<file path="src/rtl/fpro_uart_bus_master.sv">
// UART byte-stream initiator for the FPro MMIO bus: decodes 'W'/'R' commands from the
// RX FIFO, issues one single-cycle bus access and answers through the TX FIFO.
module fpro_uart_bus_master #(
    parameter int TIMEOUT_CYC = 1_000_000
) (
    input  logic        clk,
    input  logic        reset,
    input  logic        rx_empty,
    input  logic [7:0]  rx_data,
    output logic        rd_uart,
    input  logic        tx_full,
    output logic [7:0]  tx_data,
    output logic        wr_uart,
    output logic        fp_mmio_cs,
    output logic        fp_wr,
    output logic        fp_rd,
    output logic [20:0] fp_addr,
    output logic [31:0] fp_wr_data,
    input  logic [31:0] fp_rd_data,
    output logic        busy,
    output logic        timeout_err
);
    localparam int TMO_W = (TIMEOUT_CYC > 2) ? $clog2(TIMEOUT_CYC) : 1;
    localparam logic [TMO_W-1:0] TMO_LAST = TMO_W'(TIMEOUT_CYC - 1);

    localparam logic [2:0] IDLE   = 3'd0;
    localparam logic [2:0] ADDR   = 3'd1;
    localparam logic [2:0] DATA   = 3'd2;
    localparam logic [2:0] BUS_WR = 3'd3;
    localparam logic [2:0] BUS_RD = 3'd4;
    localparam logic [2:0] RESP   = 3'd5;
    localparam logic [2:0] ACK    = 3'd6;
    localparam logic [2:0] ERR    = 3'd7;

    logic [2:0]       state;
    logic [1:0]       cnt;
    logic             is_wr;
    logic [20:0]      addr_q;
    logic [23:0]      data_sh;
    logic [31:0]      rdata;
    logic [TMO_W-1:0] tmo_cnt;
    logic             pop;
    logic             push;

    // Pop is gated by reset so nothing leaves the RX FIFO while reset is held.
    assign pop  = (state == IDLE || state == ADDR || state == DATA) && !rx_empty && !reset;
    assign push = (state == RESP || state == ACK || state == ERR) && !tx_full;

    always_comb begin
        rd_uart    = pop;
        wr_uart    = push;
        fp_wr      = (state == BUS_WR);
        fp_rd      = (state == BUS_RD);
        fp_mmio_cs = fp_wr | fp_rd;
        busy       = (state != IDLE);
        case (state)
            RESP:    tx_data = rdata[31:24];
            ACK:     tx_data = 8'h4B;
            ERR:     tx_data = 8'h3F;
            default: tx_data = 8'h00;
        endcase
    end

    always_ff @(posedge clk or posedge reset) begin
        if (reset) begin
            state       <= IDLE;
            cnt         <= 2'd0;
            is_wr       <= 1'b0;
            addr_q      <= '0;
            data_sh     <= '0;
            rdata       <= '0;
            tmo_cnt     <= '0;
            fp_addr     <= '0;
            fp_wr_data  <= '0;
            timeout_err <= 1'b0;
        end else begin
            timeout_err <= 1'b0;
            case (state)
                IDLE: begin
                    if (pop) begin
                        if (rx_data == 8'h57 || rx_data == 8'h52) begin
                            is_wr   <= (rx_data == 8'h57);
                            cnt     <= 2'd0;
                            tmo_cnt <= '0;
                            state   <= ADDR;
                        end else begin
                            state <= ERR;
                        end
                    end
                end
                ADDR: begin
                    if (pop) begin
                        // 21-bit shift register: the top 3 bits of the 24-bit address fall off.
                        addr_q  <= {addr_q[12:0], rx_data};
                        tmo_cnt <= '0;
                        cnt     <= cnt + 2'd1;
                        if (cnt == 2'd2) begin
                            cnt <= 2'd0;
                            if (is_wr) begin
                                state <= DATA;
                            end else begin
                                fp_addr <= {addr_q[12:0], rx_data};
                                state   <= BUS_RD;
                            end
                        end
                    end else if (tmo_cnt == TMO_LAST) begin
                        timeout_err <= 1'b1;
                        state       <= IDLE;
                    end else begin
                        tmo_cnt <= tmo_cnt + 1'b1;
                    end
                end
                DATA: begin
                    if (pop) begin
                        data_sh <= {data_sh[15:0], rx_data};
                        tmo_cnt <= '0;
                        cnt     <= cnt + 2'd1;
                        if (cnt == 2'd3) begin
                            fp_addr    <= addr_q;
                            fp_wr_data <= {data_sh, rx_data};
                            state      <= BUS_WR;
                        end
                    end else if (tmo_cnt == TMO_LAST) begin
                        timeout_err <= 1'b1;
                        state       <= IDLE;
                    end else begin
                        tmo_cnt <= tmo_cnt + 1'b1;
                    end
                end
                BUS_WR: state <= ACK;
                BUS_RD: begin
                    rdata <= fp_rd_data;
                    cnt   <= 2'd0;
                    state <= RESP;
                end
                RESP: begin
                    if (push) begin
                        rdata <= {rdata[23:0], 8'h00};
                        cnt   <= cnt + 2'd1;
                        if (cnt == 2'd3) state <= IDLE;
                    end
                end
                ACK, ERR: begin
                    if (push) state <= IDLE;
                end
                default: state <= IDLE;
            endcase
        end
    end
endmodule

</file>
<file path="config.mk">
export PLATFORM = sky130hd
export DESIGN_NAME = fpro_uart_bus_master
export DESIGN_NICKNAME = d
export VERILOG_FILES = /design/src/rtl/fpro_uart_bus_master.sv
export SDC_FILE = /design/constraint.sdc
export NUM_CORES = 1
export LEC_CHECK = 0
export BUFFER_PORTS_ARGS = -buffer_cell sky130_fd_sc_hd__buf_2
export CAP_MARGIN = 5
export CORE_UTILIZATION = 55
export DETAILED_ROUTE_END_ITERATION = 8
export GPL_ROUTABILITY_DRIVEN = 0
export PLACE_DENSITY_LB_ADDON = 0.2
export SETUP_SLACK_MARGIN = 0.05
export SLEW_MARGIN = 30
export SYNTH_ARGS = -nofsm -noshare
export SYNTH_HDL_FRONTEND = slang
export SYNTH_SLANG_ARGS = --single-unit
</file>
<file path="constraint.sdc">
create_clock -name clk -period 6 [get_ports clk]
set_input_delay 0.6 -clock clk [delete_from_list [all_inputs] [get_ports clk]]
set_output_delay 0.6 -clock clk [all_outputs]
set_load 0.02 [all_outputs]
</file>
==> metrics.md <==
| Metric | Value |
|---|---|
| Status | `complete, no violations` |
| Clock sink total | `157` |
| Min Tclk post-route | `2.86 ns` |
| Total track usage | `24.8%` |
| WP buf/inv | `1` |
| Synthesized cell area | `7220 µm²` |
| Worst path arrival time | `3.20 ns` |
| PD cells | `466 nW/µm²` |
| Fin Clk Skew | `slightly above 0.007 ns` |
| Synth Area in Compound Gates | `approximately a tenth` |
| Syn_nets | `696` |
| Initial Util | `56.7%` |
| Required time worst endpoint | `between 6 and 7 ns` |
| Startpoint Class | `flip-flop` |
| Max incr delay on CP | `0.68 ns` |
| Period Utilization, post-route | `47.6%` |
| Setup TNS | `0 ns` |
| IO Port Bufs | `111` |
| Initial DRC count | `between 300 and 400` |
| Ant diodes | `0` |
| Slew @ Worst Pin | `just under 0.9 ns` |
| Crit Path Category | `flip-flop to flip-flop` |
| Combinational Power Share | `31.2%` |
| Post-synthesis simple-gate area fraction | `between 10% and 20%` |
| H-tree depth | `4` |
| Max-slew violations | `0` |
| R2r worst-path depth | `6` |
| Total net switching power | `1.43 mW` |
| Peak Freq | `between 0.3 and 0.4 GHz` |
| Clk buf depth | `2` |
| Hold-fix buffers, CTS | `0` |
| Max-Cap Viols | `0` |
| Post-DP HPWL | `10.1 mm` |
| Initial antenna violation count | `0` |
| Global-route wire length before repair | `25.5 mm` |
| Detailed-route DRC error count | `0` |
| CTS Root Buffer Type | `clkbuf_16` |
| CTS tree | `built` |
| Hold Crit Class | `input pin to asynchronous set/reset pin` |
| Clock power share | `between 20% and 30%` |
| Switching fraction of total power | `a little over a third` |
| Mux share of post-synthesis cell area | `16.3%` |
| Final nets | `slightly below 800` |
| Synth Area in XOR/XNOR | `0.121%` |
| Final hold vios | `0` |
| Postcts setup bufs | `0` |
| Remaining antenna violation count | `0` |
| Worst vdd ir | `0.219 mV` |
| WL/cell | `16.8 µm` |
| IO Pins | `112` |
| Synth top area share | `54.4%` |
| Core Box Area | `12700 µm²` |
| CP max FO | `29` |
| Element type at the critical path end | `flip-flop` |
| # rows | `41` |
| Syn avg cell area | `about 11 µm²` |
| Synth area leader | `dfrtp_1` |
| Async SR Flop Fraction | `100%` |
| Grt total ovfl | `0` |
| Top delay family on crit path | `simple AND/OR/NAND/NOR gates` |
| Worst-Skew Late Latency | `0.43 ns` |
| Worst path depth | `6` |
| Die height | `117 µm` |
| Main combinational cell family by area after synthesis | `multiplexers` |
| Post_cts resized | `0` |
| Final core occ | `66.0%` |
| Sequential share of power | `42.1%` |
| DIE WIDTH | `117 µm` |
| Post-Route WL | `15.4 mm` |
| Top cells by area, synth | `dfrtp_1 54%, mux2_2 11%, nand2_1 5.0%` |
| Layout cells sized above 1 | `31.7%` |
| Slew margin rel. | `40.8%` |
| Final setup viols | `0` |
| Post-Syn Instances | `647` |
| Via Count | `5192` |
| Main synth FF type | `dfrtp_1` |
| P_leak | `just over 4 nW` |
| Critical-path cell list | `nor2_1 > or4_4 > or3_4 > clkinv_2 > or4_1 > a21boi_1` |
| Die ar. | `between 10000 and 15000 µm²` |
| FF+latch count, synth | `157` |
| Yosys cell types | `60` |
| Sequential area share after synthesis | `54.4%` |
| Post-synth EDFFs | `0` |
| Largest net degree at the start of global routing | `103` |
| Clock transition at path regs | `approximately 0.060 ns` |
| Area grow syn2layout | `16.3%` |
| Drt via density | `5.65` |
| CTS buffer count | `17` |
| First-pass iteration count of the detailed router | `4` |
| Cell Int Power | `2.49 mW` |
| Post-Synth Adder-Cell Area | `0.867%` |
| Number of global-route vias before repair | `approximately 5100` |
| CP max stage cell | `nor2_1` |
| Synth warn | `0` |
| Unrepaired setup endpoints after global routing | `false` |
==> worst paths after layout <==
kind | startpoint | end | slack [ns]
max | state[1]$_DFFE_PP0P_ | tmo_cnt[4]$_DFFE_PP0P_ | 3.14
min | reset | is_wr$_DFFE_PP0P_ | 0.34
max reg2reg | state[1]$_DFFE_PP0P_ | tmo_cnt[4]$_DFFE_PP0P_ | 3.14
min reg2reg | fp_addr[8]$_DFFE_PP0P_ | fp_addr[8]$_DFFE_PP0P_ | 0.47
max in group asynchronous | reset | fp_wr_data[22]$_DFFE_PP0P_ | 4.47
min in group clk | fp_rd_data[4] | rdata[4]$_DFFE_PP0P_ | 0.40
==> cells in the mapped netlist, types with 2 or more instances <==
master    instances
nand2b_1         10
nor3_1            4
nand2_1          96
nand3b_1          2
nor4_2            3
buf_6             3
mux2i_1          31
and2_1            6
o21ai_0          59
or4_1             9
nor4_1            4
ha_1              5
nor2b_1           7
buf_1             2
dfrtp_1         157
a21boi_1          6
nand4_1          14
nor2_1           16
nand3_1           6
buf_2             5
nor4b_1           2
o22ai_1          24
mux2_1            7
o21bai_1          2
clkbuf_1         36
mux2_2           70
o211ai_1          2
inv_1             7
a21oi_1           8
and4_1            2
o31ai_1           8
o32a_1            2
o311ai_1          2
nor3_2            4
==> cell families after synthesis <==
kind of cell	after synthesis
and+or+nand+nor	196
DFF	157
AOI/OAI and AO/OA	124
muxes	108
buffers and inverters	56
adders and majority gates	5
xor gates and xnor gates	1
==> flip-flops by register name (all words and copies together), names as in the netlist <==
| name | flops |
|---|---|
| addr_q | 21 |
| is_wr | 1 |
| tmo_cnt | 20 |
| fp_wr_data | 32 |
| cnt | 2 |
| state | 3 |
| fp_addr | 21 |
| data_sh | 24 |
| rdata | 32 |
| timeout_err | 1 |
==> metrics by stage <==
stage | setup slack [ns] | hold WS [ns] | total power, mW | instance area [µm²] | cells
final | 3.14 | 0.339 | 3.92 | 8400 | 919
after global routing | 3.00 | 0.406 | 4.17 | 8400 | 919
after CTS | 3.19 | 0.390 | 3.94 | 8390 | 919
after detailed placement | 2.94 | 0.465 | 2.88 | 7810 | 887
after global placement | 2.99 | 0.455 | 2.82 | 7810 | 887
after floorplan | 1.17 | 0.442 | 2.54 | 7220 | 647
==> cell type report <==
cell class | count | area [µm²]
flip-flops and latches | 157 | 3930
inverters | 8 | 38.8
well taps | 172 | 215
multi-input cells | 434 | 3040
fillers | 1038 | 4330
clock buffers | 21 | 470
repair buffers | 116 | 593
clock inverters | 11 | 108
==> placed cells by master, fill, tap and decap left out, types with 3 or more instances in the layout <==
cell type and n:
ha_1 5, a21boi_1 6, nand2b_1 10, nand4_1 14, nor2_1 16, nor3_2 4
nor4_1 4, nor4_2 3, o22ai_1 24, clkinv_2 4, nor3_1 4, buf_4 5
and2_1 5, mux2_2 70, dfrtp_1 157, or4_1 9, clkinv_4 3, nand2_1 93
nor2b_1 7, nand3_1 6, clkbuf_16 17, clkbuf_8 3, buf_2 111, mux2i_1 31
o21ai_0 59, o31ai_1 8, a21oi_1 8, mux2_1 7, nand2_2 3, inv_1 6
==> power by group through the flow <==
stage / sequential [mW] / clock (mW) / combinational [mW]
floorplan: 1.63 / 0 / 0.901
finish: 1.65 / 1.05 / 1.22
CTS: 1.65 / 1.07 / 1.23
global route: 1.70 / 1.11 / 1.36
detailed placement: 1.66 / 0 / 1.22
global placement: 1.64 / 0 / 1.19
==> per-layer routing <==
metal | vias up | part of all wire, % | wire length, µm | track usage, %
met5 | - | 0 | 0 | 0
met1 | 2543 | 46 | 7110 | 34.5
met4 | 0 | 2.2 | 342 | 11.1
met2 | 126 | 47 | 7260 | 37.1
met3 | 28 | 4.7 | 723 | 6.07
li1 | 2495 | - | - | -
Note: power is estimated with default switching activity, not from simulation.
